`config.mk`:
```
export PLATFORM = sky130hd
export DESIGN_NAME = param_sync_fifo
export DESIGN_NICKNAME = d
export VERILOG_FILES = /design/src/rtl/param_sync_fifo.sv
export SDC_FILE = /design/constraint.sdc
export NUM_CORES = 1
export LEC_CHECK = 0
export CORE_ASPECT_RATIO = 1.1
export CORE_MARGIN = 4
export CORE_UTILIZATION = 59
export CTS_CLUSTER_DIAMETER = 120
export CTS_CLUSTER_SIZE = 24
export DETAILED_ROUTE_END_ITERATION = 16
export PLACE_DENSITY_LB_ADDON = 0.12
export SETUP_SLACK_MARGIN = 0.4
export SLEW_MARGIN = 20
export SYNTH_ARGS = -nofsm -noshare
export SYNTH_HDL_FRONTEND = slang
export SYNTH_SLANG_ARGS = --single-unit
```
`constraint.sdc`:
```
create_clock -name clk -period 3.3 [get_ports clk]
set_input_delay 0.495 -clock clk [delete_from_list [all_inputs] [get_ports clk]]
set_output_delay 0.495 -clock clk [all_outputs]
set_load 0.01 [all_outputs]
```
`src/rtl/param_sync_fifo.sv`:
```
// Parameterised synchronous FIFO with occupancy count, almost flags and sticky errors.
// Supports any DEPTH >= 2 and either a registered read port or first-word-fall-through.
module param_sync_fifo #(
  parameter int DEPTH      = 16,
  parameter int DATA_WIDTH = 8,
  parameter int AF_LEVEL   = DEPTH - 2,
  parameter int AE_LEVEL   = 2,
  parameter int FWFT       = 0,
  localparam int CW        = $clog2(DEPTH + 1)
) (
  input  logic                  clk,
  input  logic                  rst_n,
  input  logic                  wr_en,
  input  logic [DATA_WIDTH-1:0] data_in,
  input  logic                  rd_en,
  input  logic                  err_clr,
  output logic [DATA_WIDTH-1:0] data_out,
  output logic                  full,
  output logic                  empty,
  output logic                  almost_full,
  output logic                  almost_empty,
  output logic [CW-1:0]         count,
  output logic                  overflow,
  output logic                  underflow
);

  localparam int PW = (DEPTH > 1) ? $clog2(DEPTH) : 1;
  localparam logic [PW-1:0] LAST_PTR = PW'(DEPTH - 1);
  localparam logic [CW-1:0] FULL_CNT = CW'(DEPTH);

  logic [DATA_WIDTH-1:0] mem [DEPTH];
  logic [PW-1:0]         w_ptr;
  logic [PW-1:0]         r_ptr;
  logic                  wr_acc;
  logic                  rd_acc;

  // Status is decoded purely from the count register, so every flag lags its cause by one edge.
  assign full         = (count == FULL_CNT);
  assign empty        = (count == '0);
  assign almost_full  = (int'(count) >= AF_LEVEL);
  assign almost_empty = (int'(count) <= AE_LEVEL);

  assign wr_acc = wr_en && !full;
  assign rd_acc = rd_en && !empty;

  always_ff @(posedge clk) begin
    if (wr_acc) begin
      mem[w_ptr] <= data_in;
    end
  end

  // Pointers wrap explicitly at DEPTH-1 so non-power-of-two depths use every slot.
  always_ff @(posedge clk) begin
    if (!rst_n) begin
      w_ptr <= '0;
      r_ptr <= '0;
      count <= '0;
    end else begin
      if (wr_acc) begin
        w_ptr <= (w_ptr == LAST_PTR) ? '0 : w_ptr + 1'b1;
      end
      if (rd_acc) begin
        r_ptr <= (r_ptr == LAST_PTR) ? '0 : r_ptr + 1'b1;
      end
      if (wr_acc && !rd_acc) begin
        count <= count + 1'b1;
      end else if (rd_acc && !wr_acc) begin
        count <= count - 1'b1;
      end
    end
  end

  // A new error in the clearing cycle wins over err_clr.
  always_ff @(posedge clk) begin
    if (!rst_n) begin
      overflow  <= 1'b0;
      underflow <= 1'b0;
    end else begin
      overflow  <= (overflow && !err_clr) || (wr_en && full);
      underflow <= (underflow && !err_clr) || (rd_en && empty);
    end
  end

  generate
    if (FWFT != 0) begin : g_fwft
      assign data_out = empty ? '0 : mem[r_ptr];
    end else begin : g_reg
      always_ff @(posedge clk) begin
        if (!rst_n) begin
          data_out <= '0;
        end else if (rd_acc) begin
          data_out <= mem[r_ptr];
        end
      end
    end
  endgenerate

endmodule

```
==> flow_summary.json, run 1 <==
{
  "viasPerCell": 6.01,
  "initial_utilization_pct": 61.4,
  "synthCells": 362,
  "rows": 38,
  "cts_tree": "built",
  "start_kind": "flop",
  "die_x_um": 105,
  "p_leak_nw": 2.41,
  "drtPass1Iterations": 5,
  "synth_area_leaders": "edfxtp_1 (63%), dfxtp_1 (7.5%), mux4_2 (7.4%)",
  "post_cts_buffers": 0,
  "worstPathRequired_ns": 2.80,
  "criticalPathCategory": "reg -> out",
  "tightest_slew_ns": 0.989,
  "cts_sinks": 151,
  "grt_max_degree": 26,
  "routedWlPerCell_um": 21.4,
  "cap_violations": 0,
  "grt_pass1_wl_um": 18600,
  "synth_edf_count": 128,
  "place_area_mm2": 0.00663,
  "synth_area_per_cell_um2": 16.9,
  "critPathLaunch": "count[0]$_SDFFE_PN0P_",
  "drv_slew": 0,
  "ctsResizeCount": 0,
  "cts.clk_slew.worst_paths_ns": 0.06,
  "setup_violations": 0,
  "hold_path_startpoint": "overflow$_SDFF_PN0_",
  "place_hpwl_um": 7560,
  "yosysSeqAreaShare_pct": 70.2,
  "netlist.top_cell.by_area": "edfxtp_1",
  "synth_top_cell_area_share_pct": 62.7,
  "area_growth_pct": 17.2,
  "detail_route.drc_violations": 0,
  "fin_nets": 436,
  "fmax_mhz": 368,
  "die_h_um": 115,
  "dieArea_mm2": 0.0121,
  "cp-end-kind": "output pin",
  "antenna_found_initial": 0,
  "arrival_ns": 2.22,
  "io_buffers": 31,
  "routed_wl_um": 11700,
  "synth_ff_type": "edfxtp_1",
  "outcome": "finished clean",
  "grt_pass1_vias": 3308,
  "netlist_area_mm2": 0.00613,
  "pin_count": 32,
  "layout_min_cycle_time_ns": 2.72,
  "antenna_cells": 0,
  "h-tree-depth": 4,
  "hold_buffers": 0,
  "drt_first_iter_violations": 180,
  "finalSetupTns_ns": 0,
  "drive_gt1_share_pct": 19.5,
  "ir_drop_mv": 0.500,
  "vias": 3281,
  "final-hold-violation-count": 0,
  "place_congestion": 0.759,
  "rsz0062_at_grt": "no",
  "min-delay-path-class": "reg -> reg",
  "relSlewSlack_pct": 34.0,
  "critPathMaxFanout": 7,
  "cts.path.max_buffers": 2,
  "synthArstFlopShare_pct": 0,
  "core_mm2": 0.00998,
  "track_usage_pct": 21.0,
  "yosys_warnings": 0,
  "cts_root_buf": "clkbuf_8",
  "grt-ovfl-total": 0,
  "fillers": 632,
  "power.density_mw_per_mm2": 733,
  "yosysMostFrequentCell": "edfxtp_1",
  "numCtsBuffers": 17,
  "synth_commonest_cells": "edfxtp_1 (128), mux2i_1 (29), dfxtp_1 (23), mux4_2 (20), nor2_1 (18)",
  "synth.distinct_cells": 41,
  "clock_skew_ns": 0.00720,
  "rr_startpoint": "count[0]$_SDFFE_PN0P_",
  "mappedNetlistNets": 385,
  "finalInstanceArea_mm2": 0.00718,
  "worstSkewPairLatency_ns": 0.52,
  "fin_crit_sh_pct": 82.4,
  "synth_seq_cells": 151,
  "ant_nets": 0
}
[path summary, 6_finish.rpt]
| kind | cells past startpoint | slack, ns | end |
|---|---|---|---|
| min | 2 | 0.53 | overflow$_SDFF_PN0_ |
| max reg2reg | 10 | 0.65 | count[4]$_SDFFE_PN0P_ |
| max | 3 | 0.58 | empty |
| min reg2reg | 2 | 0.53 | overflow$_SDFF_PN0_ |
[cell type report]
cell class | count | area (um^2) | area share [%]
inverters | 6 | 22.5 | 0.314
flip-flops and latches | 151 | 4310 | 59.9
clock buffers | 18 | 418 | 5.82
clock inverters | 14 | 134 | 1.86
repair buffers | 51 | 460 | 6.41
multi-input cells | 186 | 1690 | 23.6
well taps | 120 | 150 | 2.09
[power by group]
group | switching (W) | leakage [nW] | internal, W | total [W]
Clock | 0.000717 | 0.270 | 0.00107 | 0.00178
Combinational | 0.000548 | 0.792 | 0.000608 | 0.00116
Sequential | 0.000136 | 1.35 | 0.00219 | 0.00233
[routing by layer]
metal	part of all wire, %	track usage (%)	vias up
li1	-	-	1521
met1	43	28.6	1638
met2	50	33.2	110
met3	6.3	5.61	12
met4	1.3	7.87	0
met5	0	0	-
[critical path, cell delays in order, from the launching register on]
cell and delay (ns):
dfxtp_1 0.39, or4_4 0.61, nor2_1 0.15, clkdlybuf4s50_1 0.56
[placed cells by master, fill, tap and decap left out, drive strengths merged, types with 2 or more instances in the layout]
cell and count:
nand2b 3, clkbuf 18, mux4 24, nor2 18, clkinv 9, a21boi 4, a21oi 12, bufinv 2
o21ai 11, buf 20, a22oi 2, nor3 4, a21o 3, o211ai 2, nand2 14, xnor2 4
nor2b 5, a31oi 9, edfxtp 128, dfxtp 23, or2 8, and2 5, ha 9, nand3 2
clkinvlp 2, clkdlybuf4s50 31, mux2i 29, inv 7, o22ai 8
[stage by stage]
step           cells  setup WS [ns]  utilization [%]  power, W  hold slack [ns]
3_5_place_dp     514          0.454             66.4   0.00353            0.525
3_3_place_gp     514          0.552             66.4   0.00351            0.530
4_1_cts          546          0.537             71.9   0.00531            0.539
5_1_grt          546          0.421             71.9   0.00553            0.590
6_report         546          0.582             71.9   0.00527            0.532
2_1_floorplan    362          0.687                -   0.00310            0.551
[registers in the layout (all words and copies together) (netlist names)]
name       count
overflow       1
mem          128
count          5
data_out       8
r_ptr          4
w_ptr          4
underflow      1
[cells by family after synthesis]
group | synth area share (%)
flip-flops | 70.2
adder cells (fa/ha/maj) | 2.16
multiplexers | 13.8
AO/OA/AOI/OAI | 5.70
XOR/XNOR | 0.715
buffers and inverters | 2.12
AND/OR/NAND/NOR | 5.25
No activity file was read; power rests on OpenSTA's default activity.
==> run 2, diff against run 1 <==
==> constraint.sdc (replaced) <==
create_clock -name clk -period 2.8 [get_ports clk]
set_input_delay 0.42 -clock clk [delete_from_list [all_inputs] [get_ports clk]]
set_output_delay 0.42 -clock clk [all_outputs]
set_load 0.01 [all_outputs]
==> run 2 against run 1 <==
Worst setup slack got worse by 0.092 ns. Total power increased by 23%. Wire length increased by 4.1%. Final cell count increased by 0.73%. Largest power group unchanged.
==> flow_summary.json, run 2 (synthesis gave the netlist of run 1 again) <==
{
  "outcome": "finished clean",
  "finalSetupTns_ns": 0,
  "setup_violations": 0,
  "antenna_cells": 0,
  "rsz0062_at_grt": "yes",
  "clock_power_share_pct": 34.2,
  "numCtsBuffers": 17,
  "detail_route.drc_violations": 0,
  "top_regs": "mem (128), data_out (8), count (5)",
  "dieArea_mm2": 0.0121,
  "viasPerCell": 6.07,
  "cts_root_buf": "clkbuf_8",
  "crit_end": "empty",
  "cp-end-kind": "output pin",
  "p_leak_nw": 2.46,
  "grt_pass1_wl_um": 18900,
  "drive_gt1_share_pct": 23.7,
  "io_buffers": 31,
  "place_area_mm2": 0.00667,
  "rr_startpoint": "count[2]$_SDFFE_PN0P_",
  "fin_ws_ns": 0.490,
  "routedWlPerCell_um": 22.1,
  "hold_path_startpoint": "count[4]$_SDFFE_PN0P_",
  "core_mm2": 0.00998,
  "cts.clk_slew.worst_paths_ns": 0.06,
  "antenna_found_initial": 0,
  "arrival_ns": 1.89,
  "largest_register": "mem",
  "grt_max_degree": 28,
  "area_growth_pct": 19.4,
  "worstSkewPairLatency_ns": 0.52,
  "grt-ovfl-total": 0,
  "largest_reg_flops": 128,
  "place_ws_ns": 0.0216,
  "start_kind": "flop",
  "power.density_mw_per_mm2": 884,
  "pin_count": 32,
  "cts_tree": "built",
  "place_hpwl_um": 7410,
  "cts.path.max_buffers": 2,
  "p_seq_share_pct": 42.8,
  "r2r_end": "count[4]$_SDFFE_PN0P_",
  "dp_cells": 515,
  "ant_nets": 0,
  "die_h_um": 115,
  "cts_sinks": 151,
  "final_common_cell": "edfxtp_1",
  "p_int_w": 0.00468,
  "final-hold-violation-count": 0,
  "h-tree-depth": 4,
  "grt_pass1_vias": 3261,
  "fin_crit_sh_pct": 82.5,
  "fmax_mhz": 433,
  "routed_wl_um": 12200,
  "p_comb_share_pct": 23.0,
  "reg2reg_depth": 10,
  "cap_violations": 0,
  "critPathMaxFanout": 7,
  "initial_utilization_pct": 61.4,
  "rows": 38,
  "holdPathStages": 2,
  "instances_no_fill": 550,
  "ir_drop_mv": 0.527,
  "criticalPathCategory": "reg -> out",
  "fin_nets": 440,
  "place_congestion": 0.782,
  "relSlewSlack_pct": 34.9,
  "min-delay-path-class": "reg -> reg",
  "r2r_slack_ns": 0.51,
  "die_x_um": 105,
  "worstPathRequired_ns": 2.38,
  "drv_slew": 0,
  "critPathLaunch": "count[0]$_SDFFE_PN0P_",
  "switchingPower_w": 0.00179,
  "drtPass1Iterations": 4,
  "final_cell_mix": "edfxtp_1 (128), mux2i_1 (29), clkdlybuf4s50_1 (28)",
  "swShare_pct": 27.7,
  "finalInstanceArea_mm2": 0.00732,
  "layout_min_cycle_time_ns": 2.31,
  "drt_first_iter_violations": 257,
  "vias": 3339,
  "clock_skew_ns": 0.00545,
  "tightest_slew_ns": 0.976,
  "track_usage_pct": 21.6
}
==> run 2: per-stage QoR <==
step | util, % | hold slack, ns | total power (W)
floorplan | - | 0.519 | 0.00369
global placement | 66.8 | 0.530 | 0.00416
detailed placement | 66.8 | 0.523 | 0.00421
CTS | 72.7 | 0.520 | 0.00640
global route | 73.3 | 0.571 | 0.00675
finish | 73.3 | 0.514 | 0.00647
==> run 2: what timing repair did <==
item | CTS | global route
hold buffers | 0 | 0
setup endpoints to repair | 4 | 3
cloned | 0 | 0
endpoints found under the hold margin | 0 | 0
resized for setup | 10 | 7
buffers inserted | 0 | 3
pin swaps | 1 | 2
==> run 2: cell type report <==
class,instances,area (um^2)
multi-input cells,186,1750
repair buffers,55,500
clock buffers,17,414
fillers,617,2670
clock inverters,15,165
well taps,120,150
flip-flops and latches,151,4320
inverters,6,22.5
==> run 2: per-layer routing <==
layer	global-route usage, %	share of wire (%)	vias up
li1	-	-	1534
met1	29.3	40	1667
met2	34.7	51	124
met3	5.22	7.3	14
met4	7.87	1.1	0
met5	0	0	-
==> run 2: power groups by stage <==
stage,logic (W),clock network [W],registers [W]
after global placement,0.00137,0,0.00279
after CTS,0.00140,0.00224,0.00277
after global routing,0.00161,0.00235,0.00279
final,0.00149,0.00221,0.00277
after detailed placement,0.00140,0,0.00280
after floorplan,0.000915,0,0.00278
==> run 2: critical path, stage by stage, from the launching register on <==
cell and delay (ns):
dfxtp_4 0.39, or4_4 0.59, nor2_1 0.14, clkdlybuf4s15_1 0.26
==> run 2: worst min path at each step <==
| stage | end | slack (ns) |
|---|---|---|
| final | count[4]$_SDFFE_PN0P_ | 0.51 |
| after global routing | overflow$_SDFF_PN0_ | 0.57 |
| after CTS | count[4]$_SDFFE_PN0P_ | 0.52 |
| after detailed placement | overflow$_SDFF_PN0_ | 0.52 |
| after global placement | overflow$_SDFF_PN0_ | 0.53 |
| after floorplan | mem[0][0]$_DFFE_PP_ | 0.52 |
==> run 3, diff against run 2 <==
==> constraint.sdc (replaced) <==
create_clock -name clk -period 2.4 [get_ports clk]
set_input_delay 0.36 -clock clk [delete_from_list [all_inputs] [get_ports clk]]
set_output_delay 0.36 -clock clk [all_outputs]
set_load 0.01 [all_outputs]
==> run 3 against run 2 <==
Via count increased by 2.9%. Global-route usage up 0.54 points. Sequential cell count did not move. Wire length rose by 0.30%. Clock power rose by 12%. Critical endpoint is now count[4]$_SDFFE_PN0P_. Highest routed layer unchanged. Worst setup slack worse by 0.35 ns.
==> flow_summary.json, run 3 (synthesis gave the netlist of run 1 again) <==
{
  "outcome": "finished clean",
  "largest_register": "mem",
  "core_mm2": 0.00998,
  "cts.clk_slew.worst_paths_ns": 0.07,
  "grt-ovfl-total": 0,
  "rsz0062_at_grt": "yes",
  "start_kind": "flop",
  "setup_violations": 0,
  "criticalPathCategory": "reg -> reg",
  "pin_count": 32,
  "drtPass1Iterations": 4,
  "track_usage_pct": 22.1,
  "routed_wl_um": 12200,
  "drv_slew": 0,
  "cts_tree": "built",
  "fmax_mhz": 443,
  "die_x_um": 105,
  "min-delay-path-class": "in -> reg",
  "area_growth_pct": 22.6,
  "layout_min_cycle_time_ns": 2.26,
  "finalInstanceArea_mm2": 0.00751,
  "fin_ws_ns": 0.143,
  "p_leak_nw": 2.59,
  "worstSkewPairLatency_ns": 0.53,
  "finalSetupTns_ns": 0,
  "routedWlPerCell_um": 21.6,
  "rr_startpoint": "count[0]$_SDFFE_PN0P_",
  "fin_nets": 455,
  "rows": 38,
  "final_common_cell": "edfxtp_1",
  "drive_gt1_share_pct": 29.2,
  "io_buffers": 31,
  "dieArea_mm2": 0.0121,
  "numCtsBuffers": 17,
  "place_area_mm2": 0.00681,
  "place_hpwl_um": 7660,
  "cts_root_buf": "clkbuf_8",
  "seqCellArea_mm2": 0.00432,
  "cts.path.max_buffers": 2,
  "top_regs": "mem (128), data_out (8), count (5)",
  "critPathMaxFanout": 5,
  "clock_skew_ns": 0.00723,
  "place_ws_ns": -0.0691,
  "cap_violations": 0,
  "holdPathStages": 4,
  "total_power_w": 0.00773,
  "relSlewSlack_pct": 56.0,
  "final-hold-violation-count": 0,
  "detail_route.drc_violations": 0,
  "arrival_ns": 2.71,
  "ant_nets": 0,
  "hold_path_startpoint": "err_clr",
  "power.density_mw_per_mm2": 1030,
  "place_congestion": 0.763,
  "reg2reg_depth": 11,
  "h-tree-depth": 4,
  "final_cell_mix": "edfxtp_1 (128), buf_4 (34), mux2i_1 (29)",
  "drt_first_iter_violations": 265,
  "grt_pass1_wl_um": 19700,
  "cp-end-kind": "flop",
  "fin_crit_sh_pct": 94.1,
  "die_h_um": 115,
  "min_to": "underflow$_SDFF_PN0_",
  "fillers": 612,
  "tightest_slew_ns": 0.658,
  "r2r_end": "count[4]$_SDFFE_PN0P_",
  "r2r_slack_ns": 0.14,
  "multi_input_area_mm2": 0.00181,
  "vias": 3437,
  "initial_utilization_pct": 61.4,
  "antenna_found_initial": 0,
  "cts_sinks": 151,
  "viasPerCell": 6.08,
  "grt_pass1_vias": 3510,
  "largest_reg_flops": 128,
  "ir_drop_mv": 0.605,
  "worstPathRequired_ns": 2.85,
  "grt_max_degree": 45,
  "antenna_cells": 0
}
## run 3: cell count changes in the layout (fill, tap and decap cells not counted), sizes merged, moves of 2 or more
| cell | delta |
|---|---|
| dlygate4sd2 | -2 |
| clkdlybuf4s50 | -3 |
| inv | -2 |
| buf | +18 |
| dlymetal6s2s | +3 |
| clkinvlp | +3 |
## run 3: power breakdown
group / internal, W / total [W] / switching, W / leakage (nW)
Sequential: 0.00303 / 0.00316 / 0.000129 / 1.35
Combinational: 0.00111 / 0.00210 / 0.000994 / 0.975
Clock: 0.00139 / 0.00247 / 0.00108 / 0.264
## run 3: how the worst max path moves through the flow
| stage | startpoint | endpoint | slack [ns] |
|---|---|---|---|
| after detailed placement | rd_en | count[4]$_SDFFE_PN0P_ | -0.07 |
| after global routing | count[0]$_SDFFE_PN0P_ | count[4]$_SDFFE_PN0P_ | 0.03 |
| after CTS | count[0]$_SDFFE_PN0P_ | count[4]$_SDFFE_PN0P_ | 0.15 |
| after floorplan | count[3]$_SDFFE_PN0P_ | count[4]$_SDFFE_PN0P_ | 0.13 |
| after global placement | rd_en | count[4]$_SDFFE_PN0P_ | -0.04 |
| final | count[0]$_SDFFE_PN0P_ | count[4]$_SDFFE_PN0P_ | 0.14 |
## run 3: worst max-delay path: stages (launching register included)
cell      delay, ns
dfxtp_2        0.34
nor4_4         0.31
a21boi_1       0.10
buf_4          0.15
inv_4          0.05
ha_4           0.13
inv_4          0.05
fa_2           0.34
a21o_1         0.18
a21oi_2        0.13
mux2i_1        0.22
mux2i_1        0.19
## run 3: cell type report
class                           instances  share of cell area, %
Clock buffer                           17                   5.51
Multi-Input combinational cell        186                   24.2
Inverter                                6                  0.367
Sequential cell                       151                   57.5
Clock inverter                         15                   1.90
Timing Repair Buffer                   70                   8.58
Tap cell                              120                   2.00
## run 3: stage by stage
step / hold slack (ns) / cells / util (%)
finish: 0.519 / 565 / 75.2
global placement: 0.506 / 526 / 68.2
floorplan: 0.459 / 362 / -
detailed placement: 0.520 / 526 / 68.2
global route: 0.540 / 565 / 75.2
CTS: 0.495 / 562 / 74.3
## run 3: layer usage
layer  share of wire [%]  wire, um  global-route usage (%)
met1                  41      4950                    29.5
met3                 6.4       779                    5.28
met2                  52      6310                    36.4
met5                   0         0                       0
met4                 1.3       162                    7.52
## run 3: what timing repair did
item / CTS / global route
hold buffers: 0 / 0
gates resized for setup: 22 / 18
endpoints found under the setup margin: 15 / 42
cloned: 0 / 0
pin swaps: 8 / 3
setup buffers: 4 / 3
endpoints found under the hold margin: 0 / 0
